<file path="src/rtl/wb_stage_pbuf.sv">
// rtl/wb_stage_pbuf.sv - write-back stage with head/skid buffer; optional trace via WB_TRACE_EN
module wb_stage_pbuf #(
  parameter int DATA_W = 32,
  parameter int REG_AW = 5,
  parameter int PC_W   = 32,
  localparam int BE_W  = DATA_W / 8,
  localparam int BUS_W = PC_W + BE_W + REG_AW + DATA_W
) (
  input  logic                            clk,
  input  logic                            resetn,
  input  logic                            ms_to_ws_valid,
  input  logic [BUS_W-1:0]                ms_to_ws_bus,
  output logic                            ws_allowin,
  input  logic                            rf_ready,
  output logic [1+BE_W+REG_AW+DATA_W-1:0] ws_to_rf_bus,
  output logic                            ws_to_ds_valid,
  output logic [REG_AW-1:0]               ws_to_ds_dest,
  output logic [DATA_W-1:0]               ws_to_ds_data,
  output logic [31:0]                     ws_retire_cnt,
  output logic [PC_W-1:0]                 debug_wb_pc,
  output logic [BE_W-1:0]                 debug_wb_rf_wen,
  output logic [REG_AW-1:0]               debug_wb_rf_wnum,
  output logic [DATA_W-1:0]               debug_wb_rf_wdata
);

  localparam int DEST_LSB = DATA_W;
  localparam int BE_LSB   = DATA_W + REG_AW;
  localparam int PC_LSB   = DATA_W + REG_AW + BE_W;

  logic             h_valid;
  logic             s_valid;
  logic [BUS_W-1:0] h_ent;
  logic [BUS_W-1:0] s_ent;
  logic [31:0]      retire_cnt;

  logic [BUS_W-1:0]  in_ent;
  logic [DATA_W-1:0] h_data;
  logic [REG_AW-1:0] h_dest;
  logic [BE_W-1:0]   h_be;
  logic [PC_W-1:0]   h_pc;
  logic              accept;
  logic              commit;
  logic              h_load;
  logic              s_load;
  logic              we;

  // Head fields, and the incoming entry with byte enables killed for register 0
  always_comb begin
    in_ent = ms_to_ws_bus;
    if (ms_to_ws_bus[DEST_LSB +: REG_AW] == '0) begin
      in_ent[BE_LSB +: BE_W] = '0;
    end
    h_data = h_ent[DATA_W-1:0];
    h_dest = h_ent[DEST_LSB +: REG_AW];
    h_be   = h_ent[BE_LSB +: BE_W];
    h_pc   = h_ent[PC_LSB +: PC_W];
  end

  // Handshake and buffer steering; allowin comes only from the S valid flop
  always_comb begin
    ws_allowin = !s_valid;
    accept     = ms_to_ws_valid && ws_allowin;
    commit     = h_valid && (rf_ready || (h_be == '0));
    we         = commit && (h_be != '0);
    h_load     = !h_valid || commit;
    s_load     = accept && (!h_load || s_valid);
  end

  // Head/skid storage and retired-entry counter
  always_ff @(posedge clk) begin
    if (!resetn) begin
      h_valid    <= 1'b0;
      s_valid    <= 1'b0;
      h_ent      <= '0;
      s_ent      <= '0;
      retire_cnt <= '0;
    end else begin
      if (h_load) begin
        if (s_valid) begin
          h_ent <= s_ent;
        end else if (accept) begin
          h_ent <= in_ent;
        end
        h_valid <= s_valid || accept;
      end
      if (s_load) begin
        s_ent   <= in_ent;
        s_valid <= 1'b1;
      end else if (h_load) begin
        s_valid <= 1'b0;
      end
      if (commit) begin
        retire_cnt <= retire_cnt + 32'd1;
      end
    end
  end

  // Register-file port and decode-stage view of the head entry
  always_comb begin
    ws_to_rf_bus   = {we,
                      h_valid ? h_be   : {BE_W{1'b0}},
                      h_valid ? h_dest : {REG_AW{1'b0}},
                      h_valid ? h_data : {DATA_W{1'b0}}};
    ws_to_ds_valid = h_valid;
    ws_to_ds_dest  = (h_valid && (h_be != '0)) ? h_dest : '0;
    ws_to_ds_data  = h_valid ? h_data : '0;
    ws_retire_cnt  = retire_cnt;
  end

`ifdef WB_TRACE_EN
  // Trace shows the head entry only in cycles where it commits
  always_comb begin
    debug_wb_pc       = commit ? h_pc   : '0;
    debug_wb_rf_wen   = commit ? h_be   : '0;
    debug_wb_rf_wnum  = commit ? h_dest : '0;
    debug_wb_rf_wdata = commit ? h_data : '0;
  end
`else
  logic unused_pc;
  assign unused_pc = ^h_pc;

  // Trace disabled: ports kept but tied off
  always_comb begin
    debug_wb_pc       = '0;
    debug_wb_rf_wen   = '0;
    debug_wb_rf_wnum  = '0;
    debug_wb_rf_wdata = '0;
  end
`endif

endmodule

</file>
<file path="config.mk">
export PLATFORM = sky130hd
export DESIGN_NAME = wb_stage_pbuf
export DESIGN_NICKNAME = d
export VERILOG_FILES = /design/src/rtl/wb_stage_pbuf.sv
export SDC_FILE = /design/constraint.sdc
export NUM_CORES = 1
export LEC_CHECK = 0
export CORE_ASPECT_RATIO = 1.1
export CORE_MARGIN = 10
export CORE_UTILIZATION = 38
export DETAILED_ROUTE_END_ITERATION = 6
export PLACE_DENSITY = 0.77
export SLEW_MARGIN = 20
export SYNTH_ARGS = -nofsm -noshare
export SYNTH_HDL_FRONTEND = slang
export SYNTH_SLANG_ARGS = --single-unit
</file>
<file path="constraint.sdc">
create_clock -name clk -period 1.7 [get_ports clk]
set_input_delay 0.425 -clock clk [delete_from_list [all_inputs] [get_ports clk]]
set_output_delay 0.425 -clock clk [all_outputs]
set_load 0.02 [all_outputs]
</file>
==> results of run 1 <==
==> how the worst max path moves through the flow <==
stage                   endpoint  slack [ps]  cells after the start
2_1_floorplan          s_ent[37]           7                      8
3_3_place_gp    ws_to_rf_bus[41]        -410                      4
3_5_place_dp    ws_to_rf_bus[41]        -420                      4
4_1_cts         ws_to_ds_dest[4]        -330                      4
5_1_grt        ws_retire_cnt[25]        -420                      7
6_report       ws_retire_cnt[25]        -350                      7
==> state kept, by name, indices dropped and copies added (netlist names) <==
| signal | cells |
|---|---|
| h_ent | 41 |
| s_ent | 41 |
| s_valid | 1 |
| ws_retire_cnt | 32 |
| ws_to_ds_valid | 1 |
==> through the flow <==
step,std cells,utilization [%],setup TNS [ps],cell area (um^2)
CTS,1098,63.53,-26320,9564
global route,1103,65.21,-44530,9817
finish,1104,65.23,-34590,9819
global placement,1019,49.06,-30830,7386
detailed placement,1019,49.06,-33710,7386
floorplan,774,-,0,6140
==> cell usage in the layout (no fill, tap or decap), drive strengths merged, types with 3 or more instances in the layout <==
cell type,Yosys,layout
inv,4,3
dlygate4sd2,0,31
or3,7,7
clkinv,0,6
dfxtp,116,116
buf,122,169
and2,47,47
xor2,22,22
o21ai,12,12
nor2,69,69
bufinv,0,3
nand2,91,91
mux2i,38,38
nor3,5,5
nand4,14,14
a21oi,56,56
nand3,18,18
a211oi,37,37
and3,4,4
a22oi,4,4
clkdlybuf4s50,0,44
conb,1,73
clkbuf,25,26
==> per-layer routing <==
layer | wire, um | vias up | share of wire, % | GRT usage, %
met5 | 0 | - | 0 | 0
met4 | 640 | 0 | 2.9 | 9.863
met3 | 1691 | 49 | 7.8 | 6.270
met2 | 11210 | 223 | 52 | 32.92
met1 | 8200 | 2700 | 38 | 21.37
li1 | - | 2595 | - | -
==> worst min-delay path, delay by kind of cell, from the launching register on <==
| family | cells | cell delay (ps) |
|---|---|---|
| AND/OR/NAND/NOR | 1 | 50 |
| AO/OA/AOI/OAI | 1 | 50 |
| flip-flops | 1 | 310 |
==> kinds of logic (layout without fill, tap and decap cells) <==
logic type,count (synthesis),in the layout,share of synthesized area [%]
and+or+nand+nor,261,261,21.61
muxes,38,38,6.504
other,1,75,0.06412
adders and majority gates,1,1,0.2139
buffers and inverters,151,283,16.84
AOI/OAI and AO/OA,110,110,11.47
DFF,116,116,39.71
xor gates and xnor gates,24,24,3.594
==> repair_timing <==
action | CTS | global route
resized for setup | 701 | 136
buffers inserted | 27 | 21
endpoints found under the setup margin | 225 | 192
pin swaps | 79 | 67
gates cloned | 22 | 3
==> area by class of cell <==
type	count	area, um^2	share of cell area [%]
diodes	2	5.005	0.05097
clock buffers	22	484.2	4.931
clock inverters	9	126.4	1.287
inverters	4	16.27	0.1656
multi-input cells	507	3727	37.96
flip-flops and latches	116	2340	23.83
well taps	196	245.2	2.497
repair buffers	248	2875	29.28
==> power by group <==
| group | leakage, nW | internal (mW) | total, mW | switching [mW] |
|---|---|---|---|---|
| registers | 0.952 | 2.84 | 2.92 | 0.0839 |
| clock network | 0.302 | 2.44 | 3.70 | 1.26 |
| logic | 2.84 | 0.754 | 1.61 | 0.856 |
==> impl_metrics.csv, run 1 <==
group,metric,value,unit
drt,vias,5567,
synthesis,postSynthCellCount,702,
setup_path,crit_buf_inv,2,
die,ios,263,
layout,drive_gt1_share,47.13,%
drt,drt_iter0_markers,281,
global_routing,grt_use_total,19.35,%
pwr,p_total,8.226,mW
drt,ant_nets,0,
placement,portBuffers,157,
setup_path,critPathArrivalTime,2400,ps
cts,cts_buffers,17,
status,status,"complete, but fails checks",
synthesis,synth-main-ff-cell,"dfxtp_1",
drt,drt_first_pass_iters,4,
pwr,leakagePower,4.090,nW
setup_path,reg2reg_to,"ws_retire_cnt[25]",
sta,min_period,2052,ps
sta,fin_skew,7.639,ps
flow_run,max_cap_viol_count,0,
placement,place_ws,-421.7,ps
worst_hold_path,worstHoldStart,"s_ent[0]",
die,start_util,38.85,%
synthesis,syn-cell-area,5848,um^2
global_routing,grt-ovfl-total,0,
cts,cts_tree,"built",
sta,fin_crit_sh,120.7,%
sta,fmax,487.4,MHz
setup_path,crit_path_start_kind,"register",
setup_path,crit_type,"register to register",
setup_path,required,2050,ps
die,rows,47,
synthesis,synth_top_area_share,39.71,%
setup_path,worstSetupStartpoint,"h_ent[39]",
drt,drc,0,
cts,clk_latency,420,ps
setup_path,reg2reg_depth,7,
placement,gp_congestion,0.7727,
setup_path,crit_slowest_cell,"or4_4",
global_routing,antenna_found_initial,1,
setup_path,cp_max_fo,7,
synthesis,yosysTopAreaCell,"dfxtp_1",
setup_path,reg2reg_from,"h_ent[39]",
worst_hold_path,min_delay_path_depth,2,
die,die_h,150.1,um
worst_hold_path,hold_path_end,"s_ent[0]",
setup_path,end_kind,"register",
cts,root_buffer,"clkbuf_16",
synthesis,yosys_warnings,0,
drt,via_per_inst,5.043,
die,core,15050,um^2
sta,setup_viol,189,
pwr,power_density,837.8,nW/um^2
cts,cts_sinks,116,
synthesis,yosys-top-cells-area,"dfxtp_1, buf_4, mux2i_1, nand2_1, and2_1",
layout,fillers,1156,
global_routing,grt_pass1_wl,32110,um
drt,finalWirelength,21740,um
cts,ctsHoldBuffers,0,
global_routing,grt_pass1_vias,5842,
setup_path,worstPathCellList,"buf_6 > buf_6 > or4_4 > a21oi_4 > nand4_4 > or3_4 > a21oi_2",
sta,layout_setup_ws,-351.8,ps
worst_hold_path,hold_path.class,"register to register",
sta,hold_viol,0,
synthesis,synth_most_common_cell,"dfxtp_1",
die,die_width,138.3,um
layout,synthToLayoutAreaGrowth,67.91,%
sta,slew_violations,0,
placement,dp_hpwl,11500,um
synthesis,yosysSeqAreaShare,39.71,%
cts,cts.htree.levels,4,
synthesis,yosysUniqueCellTypes,34,
synthesis,ys_async_sr_fraction,0,%
setup_path,reg2reg_slack,-350,ps
sta,hold_slack,453.1,ps
die,dieArea,20760,um^2
cts,clk_pin_slew_worst_paths,50,ps
synthesis,synth_edf_count,0,
layout,finish.net_count,972,
setup_path,slowest_delay,550,ps
synthesis,synthTopCellsByCount,"dfxtp_1, buf_4, nand2_1",
drt,wl_per_cell,19.69,um
setup_path,critPathMostFrequentCell,"buf_6",
status,failed_checks,"negative setup slack",
cts,cts_buffer_depth,2,
synthesis,synth-seq-cells,116,
pwr,peakVddDrop,732.4,uV
synthesis,syn_area_per_cell,8.331,um^2
global_routing,grt_max_degree,64,
setup_path,critPathTopFamily,"simple AND/OR/NAND/NOR gates",
sta,rsz0062_at_grt,"yes",
Note: power is estimated with default switching activity, not from simulation.
==> run 2: changes to the inputs <==
Settings changed: CORE_MARGIN 10 to 5, PLACE_DENSITY 0.77 to 0.79, SETUP_SLACK_MARGIN from default to 0.15.
==> run 2 against run 1 <==
  * The run still ends with negative setup slack left
  * Clock power decreased by 6.5%
  * Final cell count increased by 2.0%
  * Total power down 0.52%
  * Highest routed layer unchanged
  * Via count up 1.6%
  * Design area is 5.5% higher
  * Register-to-register slack worse by 60 ps
  * Global-route usage up 0.73 points
==> impl_metrics.csv, run 2 (synthesized netlist as in run 1, its figures left out) <==
group,metric,value,unit
drt,finalWirelength,20640,um
cts,cts_sinks,116,
drt,drc,0,
sta,hold_viol,0,
cts,cts_buffers,17,
drt,ant_nets,0,
layout,antenna_cells,0,
pwr,power_frac_comb,22.1,%
setup_path,worstSetupStartpoint,"h_ent[39]",
sta,slew_violations,0,
pwr,power_density,790.3,nW/um^2
placement,dp_hpwl,10430,um
pwr,switching_power,2.193,mW
sta,fin_crit_sh,124.5,%
die,dieArea,17970,um^2
drt,drt_first_pass_iters,4,
layout,fin_util,68.52,%
layout,layout_common_cells,"buf_6, dfxtp_1, conb_1, nand2_1",
setup_path,required,2030,ps
cts,ctsHoldBuffers,0,
placement,portBuffers,157,
pwr,switching_share,26.80,%
die,start_util,38.70,%
die,core,15110,um^2
die,die_h,140.1,um
cts,cts_tree,"built",
layout,drive_gt1_share,52.15,%
sta,rsz0062_at_grt,"yes",
setup_path,critPathArrivalTime,2440,ps
cts,root_buffer,"clkbuf_16",
cts,clk_pin_slew_worst_paths,50,ps
placement,gp_congestion,0.7363,
global_routing,antenna_found_initial,0,
setup_path,crit_type,"register to register",
setup_path,reg2reg_from,"h_ent[39]",
drt,vias,5658,
sta,fin_skew,7.560,ps
cts,cts.htree.levels,4,
worst_hold_path,hold_path.class,"register to register",
cts,cts_buffer_depth,2,
drt,wl_per_cell,18.33,um
setup_path,cp_max_fo,5,
die,die_width,128.3,um
layout,finish.net_count,997,
global_routing,grt_pass1_vias,5360,
setup_path,end_kind,"register",
flow_run,max_cap_viol_count,0,
pwr,intPower,5.990,mW
status,failed_checks,"negative setup slack",
setup_path,cp-endpoint,"h_ent[28]",
die,rows,47,
pwr,seq_power_share,35.7,%
die,ios,263,
sta,layout_setup_ws,-415.8,ps
global_routing,grt_max_degree,47,
sta,relSlewSlack,66.26,%
worst_hold_path,worstHoldStart,"s_ent[4]",
sta,setup_viol,192,
pwr,peakVddDrop,590.7,uV
global_routing,grt_pass1_wl,28550,um
status,status,"complete, but fails checks",
pwr,leakagePower,4.351,nW
sta,min_period,2116,ps
drt,via_per_inst,5.025,
global_routing,grt_use_total,20.08,%
pwr,clkPwrFrac,42.2,%
cts,clk_latency,410,ps
layout,layout_commonest_cell,"buf_6",
setup_path,reg2reg_to,"h_ent[28]",
drt,drt_iter0_markers,260,
setup_path,reg2reg_slack,-420,ps
setup_path,crit_path_start_kind,"register",
global_routing,grt-ovfl-total,0,
sta,worst_pin_slew,502.2,ps
setup_path,reg2reg_depth,10,
sta,fmax,472.6,MHz
layout,synthToLayoutAreaGrowth,77.06,%
pwr,p_total,8.184,mW
[run 2: metrics by stage]
stage	cell area (um^2)	hold slack, ps	setup slack [ps]	cells	TNS, ps
floorplan	6289	432.3	31.77	774	0
CTS	9562	453.3	-370.4	1111	-40470
global route	10350	473.9	-451.1	1126	-62170
global placement	7506	439.4	-431.1	1023	-28060
finish	10350	451.9	-415.8	1126	-54090
detailed placement	7506	446.5	-441.5	1023	-32620
[run 2: how the worst min path moves through the flow]
stage | to | cells past startpoint
after floorplan | s_ent[40] | 2
after global placement | s_ent[40] | 2
after detailed placement | s_ent[30] | 2
after CTS | s_ent[30] | 2
after global routing | s_ent[4] | 2
final | s_ent[4] | 2
[run 2: critical path, cell delays in order (launching register included)]
cell and delay, ps:
dfxtp_2 340, o41a_1 480, buf_4 170, buf_6 110, and2_4 140, nor2_4 130, buf_12 140, buf_12 130
buf_12 130, nor2_4 40, a211oi_2 210
[run 2: metal layers]
layer	track usage [%]	wire length, um
met1	23.36	7931
met2	35.12	10780
met3	5.179	1377
met4	7.542	549
met5	0	0
[run 2: power groups by stage]
stage | clock, mW | sequential, mW | combinational (mW)
global placement | 0 | 2.94 | 1.01
floorplan | 0 | 2.94 | 0.777
CTS | 3.50 | 2.91 | 1.55
finish | 3.46 | 2.92 | 1.80
detailed placement | 0 | 2.95 | 1.02
global route | 3.63 | 2.93 | 1.89
[run 2: timing repair]
| item | 4_1_cts | 5_1_grt |
|---|---|---|
| endpoints found under the setup margin | 225 | 205 |
| setup buffers | 40 | 12 |
| gates resized for setup | 759 | 160 |
| pin swaps | 39 | 50 |
| cloned | 18 | 3 |
[run 2: cell type report]
class / instances / area (um^2)
clock inverter: 5 / 75.07
clock buffer: 25 / 485.5
fill: 1004 / 4758
tap: 196 / 245.2
inverter: 4 / 16.27
sequential: 116 / 2362
multi-input combinational: 507 / 3791
timing repair buffer: 273 / 3379
==> run 3: changes to the inputs <==
--- a/constraint.sdc
+++ b/constraint.sdc
@@ -3,2 +3,2 @@
 set_output_delay 0.425 -clock clk [all_outputs]
-set_load 0.02 [all_outputs]
+set_load 0.005 [all_outputs]
==> run 3 against run 2 <==
  * The run still ends with negative setup slack left
  * Total power down 6.0%
  * Maximum frequency is 0.37% higher
  * Final cell count fell by 0.53%
==> impl_metrics.csv, run 3 (synthesized netlist as in run 1, its figures left out) <==
group,metric,value,unit
drt,met3_length,1529,um
drt,dr.max_layer_used,"met4",
drt,drt_first_pass_iters,4,
setup_path,worstSetupStartpoint,"h_ent[37]",
setup_path,crit_type,"register to output pin",
drt,ant_nets,0,
cts,cts_tree,"built",
layout,multi_input_area,3812,um^2
die,start_util,38.70,%
global_routing,grt_pass1_vias,5024,
die,core,15110,um^2
drt,wl_per_cell,17.92,um
drt,via_per_inst,5.006,
setup_path,required,1270,ps
global_routing,antenna_found_initial,0,
global_routing,grt_max_degree,50,
die,dieArea,17970,um^2
pwr,switching_power,1.921,mW
placement,gp_congestion,0.7746,
cts,ctsHoldBuffers,0,
sta,fin_crit_sh,124.0,%
cts,cts_buffers,17,
die,ios,263,
placement,dp_hpwl,10820,um
layout,finish.net_count,992,
status,status,"complete, but fails checks",
die,rows,47,
die,die_h,140.1,um
pwr,power_density,760.1,nW/um^2
sta,fin_skew,8.544,ps
layout,layout_common_cells,"buf_6, dfxtp_1, conb_1, buf_4, clkdlybuf4s50_1",
sta,slew_violations,0,
global_routing,grt-ovfl-total,0,
setup_path,cp_max_fo,3,
pwr,clkPwrFrac,43.5,%
sta,rsz0062_at_grt,"yes",
drt,met1_length,7542,um
cts,cts.htree.levels,4,
placement,portBuffers,157,
layout,fillers,1087,
drt,finalWirelength,20070,um
layout,drive_gt1_share,50.76,%
global_routing,grt_pass1_wl,26040,um
drt,met2WireLength,10500,um
pwr,power_frac_comb,18.4,%
layout,antenna_cells,0,
layout,design_area,10120,um^2
cts,root_buffer,"clkbuf_16",
sta,min_period,2108,ps
placement,place_area,7476,um^2
pwr,peakVddDrop,522.1,uV
sta,setup_viol,185,
setup_path,reg2reg_slack,-360,ps
setup_path,cp-endpoint,"ws_to_ds_dest[0]",
pwr,seq_power_share,38.0,%
cts,clk_pin_slew_worst_paths,50,ps
drt,vias,5607,
layout,ff_latch_area,2374,um^2
placement,place_ws,-367.3,ps
setup_path,crit_path_start_kind,"register",
die,die_width,128.3,um
layout,synthToLayoutAreaGrowth,73.06,%
worst_hold_path,hold_path.class,"register to register",
flow_run,max_cap_viol_count,0,
sta,fmax,474.4,MHz
pwr,intPower,5.772,mW
pwr,leakagePower,4.712,nW
cts,cts_sinks,116,
setup_path,reg2reg_from,"h_ent[37]",
pwr,switching_share,24.97,%
sta,hold_viol,0,
sta,layout_setup_ws,-408.0,ps
setup_path,end_kind,"output pin",
drt,drt_iter0_markers,275,
cts,clk_latency,410,ps
setup_path,reg2reg_to,"ws_retire_cnt[31]",
setup_path,reg2reg_depth,6,
global_routing,grt_use_total,18.10,%
cts,cts_buffer_depth,2,
drt,drc,0,
setup_path,critPathArrivalTime,1680,ps
status,failed_checks,"negative setup slack",
run 3: changes by cell type in the layout (fill, tap and decap cells not counted), sizes merged, moves of 15 or more:
cell | before | now
buf | 202 | 165
clkbuf | 34 | 49
clkdlybuf4s15 | 18 | 0
dlymetal6s2s | 0 | 33
run 3: worst max-delay path, stage by stage (launching register included):
cell and delay, ps:
dfxtp_4 340, o41a_1 470, buf_4 180, and2_1 150
buf_2 130
run 3: cell type report:
| class | instances | share of cell area, % |
|---|---|---|
| Sequential cell | 116 | 23.45 |
| Inverter | 4 | 0.1607 |
| Tap cell | 196 | 2.423 |
| Timing Repair Buffer | 267 | 30.84 |
| Clock buffer | 24 | 4.957 |
| Multi-Input combinational cell | 508 | 37.67 |
| Clock inverter | 5 | 0.4945 |
run 3: power by group through the flow:
stage	Sequential, mW	Combinational [mW]	Clock [mW]
2_1_floorplan	2.93	0.567	0
3_3_place_gp	2.95	0.783	0
3_5_place_dp	2.95	0.795	0
4_1_cts	2.90	0.955	3.40
5_1_grt	2.94	1.51	3.53
6_report	2.93	1.42	3.35
run 3: metal layers:
layer,GRT usage (%),up-vias
met2,29.52,246
met1,21.79,2703
met3,5.674,44
li1,-,2614
met5,0,-
met4,7.933,0
run 3: how the worst min path moves through the flow:
| stage | from | slack, ps | cells past startpoint | endpoint |
|---|---|---|---|---|
| detailed placement | s_ent[14] | 450 | 2 | s_ent[14] |
| finish | s_ent[25] | 450 | 2 | s_ent[25] |
| global placement | s_ent[40] | 440 | 2 | s_ent[40] |
| global route | s_ent[21] | 480 | 2 | s_ent[21] |
| CTS | s_ent[25] | 450 | 2 | s_ent[25] |
| floorplan | s_ent[40] | 430 | 2 | s_ent[40] |
run 3: repair_timing:
| action | 4_1_cts | 5_1_grt |
|---|---|---|
| cloned | 6 | 18 |
| gates resized for setup | 294 | 440 |
| pin swaps | 20 | 93 |
| buffers inserted | 14 | 18 |
| endpoints found under the setup margin | 225 | 225 |
run 3: metrics by stage:
step           hold slack [ps]  total power, mW  TNS [ps]  cells  util [%]
2_1_floorplan            432.3            3.501         0    774         -
3_3_place_gp             438.8            3.731    -35860   1035     49.47
3_5_place_dp             446.3            3.746    -40000   1035     49.47
4_1_cts                  453.8            7.259    -31960   1084     56.21
5_1_grt                  476.8            7.978    -41050   1120     66.97
6_report                 453.1            7.693    -30800   1120     66.97
